**src/rtl/nibble_cnt_pkg.sv**
```systemverilog
// Shared definitions for the nibble-sliced down-counter: slice width,
// per-slice control bundle and a small width helper.
package nibble_cnt_pkg;

  // Width of one counter slice.
  localparam int NIB_W = 4;

  // Controls delivered to each slice: load, parallel enable, trickle enable.
  typedef struct packed {
    logic load;
    logic en_p;
    logic en_t;
  } slice_ctrl_t;

  // All-ones value of width w (the natural underflow wrap value).
  function automatic logic [63:0] all_ones(input int w);
    if (w >= 64) begin
      all_ones = '1;
    end else begin
      all_ones = (64'd1 << w) - 64'd1;
    end
  endfunction

endpackage

```
**src/rtl/nibble_down_slice.sv**
```systemverilog
// One 4-bit down-counting slice with synchronous load, parallel enable and
// trickle enable. A 0 -> F wrap is the borrow to the next slice; the top
// builds the trickle chain from the zero flags.
import nibble_cnt_pkg::*;

module nibble_down_slice (
  input  logic              clk,
  input  logic              rst,
  input  slice_ctrl_t       ctrl,
  input  logic [NIB_W-1:0]  din,
  output logic [NIB_W-1:0]  cnt,
  output logic              zero
);

  localparam logic [NIB_W-1:0] ONE = {{(NIB_W-1){1'b0}}, 1'b1};

  // Slice state: load beats count, count beats hold.
  always_ff @(posedge clk or posedge rst) begin
    if (rst) begin
      cnt <= '0;
    end else if (ctrl.load) begin
      cnt <= din;
    end else if (ctrl.en_p && ctrl.en_t) begin
      cnt <= cnt - ONE;
    end
  end

  assign zero = (cnt == '0);

endmodule

```
**src/rtl/nibble_down_counter.sv**
```systemverilog
// Cascadable down-counter of NIB 4-bit slices with load > count > hold
// priority. tc flags cnt == 0; bo = en_t & tc is the ripple/borrow output.
// Optional feature: define DOWNCNT_AUTO_RELOAD_EN to add a reload register
// (captured on every load) that replaces the all-ones wrap on underflow.
import nibble_cnt_pkg::*;

module nibble_down_counter #(
  parameter int NIB = 2
) (
  input  logic                 clk,
  input  logic                 rst,
  input  logic                 load,
  input  logic                 en_p,
  input  logic                 en_t,
  input  logic [NIB*NIB_W-1:0] din,
  output logic [NIB*NIB_W-1:0] cnt,
  output logic                 tc,
  output logic                 bo
);

  localparam int W = NIB * NIB_W;

  logic [NIB-1:0] zero;        // per-slice zero flags
  logic [NIB-1:0] te;          // per-slice trickle enables
  logic           underflow;   // enabled count while at zero
  logic           slice_load;  // load seen by every slice
  logic [W-1:0]   slice_din;   // value loaded into the slices

  slice_ctrl_t    ctrl [NIB];

  assign tc        = &zero;
  assign bo        = en_t & tc;
  assign underflow = en_p & en_t & tc;

`ifdef DOWNCNT_AUTO_RELOAD_EN
  logic [W-1:0] reload;

  // Reload register tracks the most recent load value.
  always_ff @(posedge clk or posedge rst) begin
    if (rst) begin
      reload <= '0;
    end else if (load) begin
      reload <= din;
    end
  end

  // On underflow the whole counter is reloaded instead of wrapping; an
  // explicit load still wins because it selects din.
  assign slice_load = load | underflow;
  assign slice_din  = load ? din : reload;
`else
  // Without reload, the chained 0 -> F wraps give the all-ones value.
  assign slice_load = load;
  assign slice_din  = din;

  logic unused_underflow;
  assign unused_underflow = underflow;
`endif

  genvar gi;
  generate
    for (gi = 0; gi < NIB; gi++) begin : g_slice
      // Slice gi trickles only when every lower slice is zero.
      if (gi == 0) begin : g_first
        assign te[gi] = en_t;
      end else begin : g_chain
        assign te[gi] = te[gi-1] & zero[gi-1];
      end

      assign ctrl[gi] = '{load: slice_load, en_p: en_p, en_t: te[gi]};

      nibble_down_slice u_slice (
        .clk  (clk),
        .rst  (rst),
        .ctrl (ctrl[gi]),
        .din  (slice_din[gi*NIB_W +: NIB_W]),
        .cnt  (cnt[gi*NIB_W +: NIB_W]),
        .zero (zero[gi])
      );
    end
  endgenerate

endmodule

```
**config.mk**
```make
export PLATFORM = sky130hd
export DESIGN_NAME = nibble_down_counter
export DESIGN_NICKNAME = d
export VERILOG_FILES = /design/src/rtl/nibble_cnt_pkg.sv /design/src/rtl/nibble_down_slice.sv /design/src/rtl/nibble_down_counter.sv
export SDC_FILE = /design/constraint.sdc
export NUM_CORES = 1
export LEC_CHECK = 0
export CAP_MARGIN = 20
export CORE_AREA = 2 2 39 41
export CTS_CLUSTER_DIAMETER = 120
export CTS_CLUSTER_SIZE = 25
export DETAILED_ROUTE_END_ITERATION = 10
export DIE_AREA = 0 0 41 43
export DONT_BUFFER_PORTS = 1
export PLACE_DENSITY_LB_ADDON = 0.25
export SYNTH_ARGS = -nofsm -noshare
export SYNTH_HDL_FRONTEND = slang
export SYNTH_HIERARCHICAL = 1
export SYNTH_SLANG_ARGS = --single-unit
```
**constraint.sdc**
```tcl
create_clock -name clk -period 1.95 [get_ports clk]
set_input_delay 0.2925 -clock clk [delete_from_list [all_inputs] [get_ports clk]]
set_output_delay 0.2925 -clock clk [all_outputs]
set_load 0.02 [all_outputs]
```
Word level (Yosys, flattened, before mapping)
Cells that the tools add are included.
Widths: inputs -> output; s select.
- word-level logic and storage cells: 17
- output and inout port bits: 10
- flip-flop bits (word level): 8
- mux-type cells: 4
- $add $sub $neg: 2
- reduce and logical (&&, ||, !) cells: 7
- bitwise gates (word level): 2
- operator list (kind ; number):
    $mux 4 ; 4
    $logic_not 4->1 ; 2
    $sub 4x1->4 const B ; 2
    $reduce_bool 2->1 ; 2
    $and 1x1->1 ; 2
    $logic_and 1x1->1 ; 2
    $reduce_and 2->1 ; 1

Depth between registers and ports, before layout
- depth after elaboration: 5
- depth in mapped cells: 7
- depth with buffers taken out: 7

Hierarchy
Netlist, hierarchy kept.
- modules (own cells, without submodules) (module ; seq. area each (µm²) ; cells an instance ; times used ; area each (µm²)):
    nibble_down_slice ; 100.1 ; 24 ; 2 ; 244.0
    nibble_down_counter ; 0.0 ; 3 ; 1 ; 20.0

Worst setup path after synthesis
Ideal clock, no wire load.
- path kind: reg2reg
- from: register g_slice[0].u_slice.cnt[0]
- to: register g_slice[1].u_slice.cnt[3]
- data required time: 1.826 ns
- cell stages (with the launch flop): 8
- library setup time: 0.124 ns
- period minus slack after synthesis: 1.738 ns
- slack: 0.212 ns
- arrival time: 1.614 ns
- cell sequence: dfrtp_1 > inv_1 > ha_1 > nor3b_1 > and2_2 > nand2_1 > a22o_1 > a211o_1
- RTL lines (element ; RTL line ; RTL):
    start: declaration ; nibble_down_slice.sv:11 ; output logic [NIB_W-1:0] cnt,
    start signal: assignment ; nibble_down_slice.sv:22 ; cnt <= din;
    start signal: assignment ; nibble_down_slice.sv:24 ; cnt <= cnt - ONE;
    end signal: assignment ; nibble_down_slice.sv:22 ;
    end signal: assignment ; nibble_down_slice.sv:24 ;
    end: declaration ; nibble_down_slice.sv:11 ;

Worst setup path in the final report
- from: register g_slice[1].u_slice.cnt[0]
- to: output bo
- word-level cells in the longest chain between the ends: 3
- RTL lines (element ; RTL line ; RTL):
    $logic_not 4->1 ; nibble_down_slice.sv:28 ; assign zero = (cnt == '0);
    net zero[1] ; nibble_down_counter.sv:23 ; logic [NIB-1:0] zero;
    $reduce_and 2->1 ; nibble_down_counter.sv:31 ; assign tc = &zero;
    $and 1x1->1 ; nibble_down_counter.sv:32 ; assign bo = en_t & tc;
    end: declaration ; nibble_down_counter.sv:18 ; output logic bo
The timed path passes the listed nets, and every way through them passes these cells.

==> results.txt <==
The post-route clock period utilization was 0.946. The run gives 14 as the row count. The die covers 0.00176 mm^2.

The tools report the buffer type at the clock tree root as sky130_fd_sc_hd__clkbuf_4. STA classifies the critical path startpoint as a flop. The post-synthesis instance area is 508 um^2. Summed over all layers, the global routing overflow is 0. The number of buffers on the longest clock path came out at 2. After detailed routing, the number of remaining DRC violations is 0. On the final layout, the worst hold slack is 155 ps. In this run the static leakage power is 0.273 nW. The critical setup path kind was flop to primary output. The sequential area share after synthesis is 0.394. Input and output buffers added on the ports amount to 0. The tools report the number of global-route vias before repair as 364. The critical path crosses 4 cells after its start point. Cell family contributing the most delay on the critical path: simple AND/OR/NAND/NOR gates. The relative max-transition margin came out at 0.800. The tools report the setup violation total in the final timing report as 0. In the final layout, the registers with the most flip-flops are g_slice.u_slice/cnt: 8 flops. 23 I/O pins were placed.

The maximum number of pins on one net before global-route repair came out at 17. For the worst setup path, the data arrival time is 1550 ps. In this run, CTS created clock tree buffers numbering 3.

The final cell count without fillers was 74; the clock sink count was 8. Maximum VDD drop: 321 uV. Clock insertion delay at the later pin of the skew report: 250 ps.

The tools report the logic gate share of total power as 0.244. In this run the worst hold path is classified as input port to flop. After legalization and detailed placement, the total HPWL measured 760 um. The worst setup path is captured at a primary output. Counting every instance in the synthesized netlist gives 51.

Depth of the most critical reg-to-reg path: 7. The largest individual stage delay along the critical path comes from the cell sky130_fd_sc_hd__dfrtp_1. The post-route minimum period works out to 1850 ps.

The power density over the cells was 781 mW/mm^2; the cell area after layout was 584 um^2. Delay contributed by the slowest stage of the critical path: 470 ps. The number of placed instances, taps included, is 70.

TritonCTS built the clock tree. Switching part of the total power: 0.312. The tools report the post-synthesis cell type count as 19.

The actual transition at the worst max-transition pin was 300 ps; the internal power of the cells was 0.314 mW. The share of final-layout standard cells stronger than drive strength 1 works out to 0.241. Of all nets on the critical path, the largest fanout is 3. In this run the standard cell core region covers 0.00138 mm^2. The vertical die dimension is 43 um.

After detailed routing, the number of vias per cell comes to 4.95. For the first-pass GRT wire length, the log shows 1500 um. Walking the worst path, the cells encountered are inv_1, ha_1, nor3b_1, and3_2. The net count after synthesis came out at 66. The register with the most flip-flops in the layout has 8 of them. After layout, the design draws a total of 0.456 mW. The final routed wirelength across all metal layers is 949 um, and the final weighted congestion in routability-driven placement is 0.710. The number of detailed-routing iterations run before antenna repair is 3, and the number of nets with antenna violations after detailed routing is 0.

The tools report the final hold violation count as 0. The count of pins over their slew limit is 0, and the clock slew seen by the registers of the worst setup and hold paths is 60 ps. For the power share of the clock group, the log shows 0.268. The logs give 0.367 for the initial standard-cell utilization of the core and 0.142 mW for the switching component of the power. For this run, the top clock speed supported by timing is 542 MHz.

In this run the horizontal extent of the chip is 41 um. Overall track demand over capacity in global routing: 0.126. Dividing the detail-routed wire length by the instance count gives 12.8 um. The number of maximum-capacitance constraint violations was 0. The flow ran to the end, and the final reports show no timing, DRC or antenna violations. For the final-stage net count, the log shows 75.

Ranked by flip-flop count, first place goes to g_slice.u_slice/cnt. Summing all placed instances gives a cell area of 551 um^2. The instance count along the most critical hold path came out at 1. The routed layout has 366 vias. The initial antenna violation count is 0, and the per-instance average area after synthesis is 9.96 um^2. In this run, synthesis produced a sequential element count of 8. The first routing iteration left 4 violations.

At the worst endpoint, the required time is 1660 ps. The sequential power share was 0.488; the growth of design area from synthesis to finish was 15.0%. Between clock sinks in the finished design, the worst skew comes to 6.13 ps. The number of warning messages in the yosys log was 6; the number of buffers inserted by post-CTS setup repair was 0. Number of levels the H-tree was split into: 1. The number of buffer and inverter stages on the critical path was 1; the total negative setup slack was 0 ps. Setup repair after global routing left no endpoint under its margin. The number of antenna diodes in the final layout is 0.
-- what timing repair did --
action                                  4_1_cts  5_1_grt
hold buffers                                  1        0
gates resized for setup                       0        1
endpoints found under the setup margin        0        1
hold endpoints to repair                      8        0
-- cell usage after synthesis --
cell	number	area share
sky130_fd_sc_hd__mux2i_1	2	0.039
sky130_fd_sc_hd__and3_1	1	0.012
sky130_fd_sc_hd__o21ai_0	4	0.039
sky130_fd_sc_hd__nor2b_1	2	0.025
sky130_fd_sc_hd__and2_1	1	0.012
sky130_fd_sc_hd__a22o_1	2	0.034
sky130_fd_sc_hd__ha_1	2	0.049
sky130_fd_sc_hd__and2_2	1	0.015
sky130_fd_sc_hd__xor2_1	2	0.034
sky130_fd_sc_hd__a211o_1	2	0.034
sky130_fd_sc_hd__or3_4	2	0.044
sky130_fd_sc_hd__dfrtp_1	8	0.39
sky130_fd_sc_hd__nor3b_1	2	0.030
sky130_fd_sc_hd__nand3_1	2	0.020
sky130_fd_sc_hd__xnor2_1	2	0.034
sky130_fd_sc_hd__nand2_1	6	0.044
sky130_fd_sc_hd__mux2_2	2	0.044
sky130_fd_sc_hd__nor4_2	2	0.049
sky130_fd_sc_hd__inv_1	6	0.044
-- final cells by class --
cell class                 count  area [um^2]
fill                         142          800
multi-input combinational     37          287
sequential                     8          200
timing repair buffer           4         32.5
clock buffer                   3         22.5
inverter                       6         22.5
tap                           16         20.0
-- cell families (layout without fill, tap and decap cells) --
family          after synthesis  after routing  synth area share
compound gates                8              8             0.108
xor+xnor                      4              4            0.0690
fa+ha+maj                     2              2            0.0493
buf+inv                       6             13            0.0443
simple gates                 19             19             0.251
mux                           4              4            0.0837
flops                         8              8             0.394
-- per-stage QoR --
step	util	setup slack, ps
2_1_floorplan	-	212
4_1_cts	0.421	77.8
5_1_grt	0.422	0.658
3_5_place_dp	0.398	181
3_3_place_gp	0.398	176
6_report	0.422	105
-- worst reg2reg max path: stages (launching register included) --
cell                      delay [ps]
sky130_fd_sc_hd__dfrtp_1         370
sky130_fd_sc_hd__inv_1            90
sky130_fd_sc_hd__ha_1            170
sky130_fd_sc_hd__nor3b_1         260
sky130_fd_sc_hd__and2_2          200
sky130_fd_sc_hd__nand2_1         140
sky130_fd_sc_hd__a22o_1          210
sky130_fd_sc_hd__a211o_1         230
-- power by group through the flow --
stage	registers, mW	logic, mW	clock network [mW]
floorplan	0.236	0.0709	0
finish	0.223	0.111	0.122
global route	0.225	0.126	0.138
global placement	0.225	0.108	0
CTS	0.223	0.113	0.125
detailed placement	0.226	0.110	0
-- cell usage in the layout (no fill, tap or decap), types with 3 or more instances in the layout --
master,instances
sky130_fd_sc_hd__inv_1,6
sky130_fd_sc_hd__clkbuf_4,3
sky130_fd_sc_hd__buf_4,3
sky130_fd_sc_hd__o21ai_0,4
sky130_fd_sc_hd__nand2_1,6
sky130_fd_sc_hd__dfrtp_1,8
-- worst paths after layout --
kind                                           startpoint                         to  slack [ps]
worst max-delay path            g_slice[1].u_slice/cnt[0]                         bo         100
worst min-delay path                                 load  g_slice[1].u_slice/cnt[0]         160
worst max register to register  g_slice[0].u_slice/cnt[0]  g_slice[1].u_slice/cnt[3]         180
worst min register to register  g_slice[0].u_slice/cnt[0]  g_slice[0].u_slice/cnt[0]         660
max in group asynchronous                             rst  g_slice[0].u_slice/cnt[3]        1400
min in group asynchronous                             rst  g_slice[1].u_slice/cnt[2]         390
-- layer usage --
metal | vias up | global-route usage | routed length (um)
li1 | 194 | - | -
met1 | 159 | 0.176 | 451
met2 | 11 | 0.172 | 428
met3 | 2 | 0.0209 | 46
met4 | 0 | 0.0800 | 22
met5 | - | 0 | 0
(Power assumes the default switching activity.)
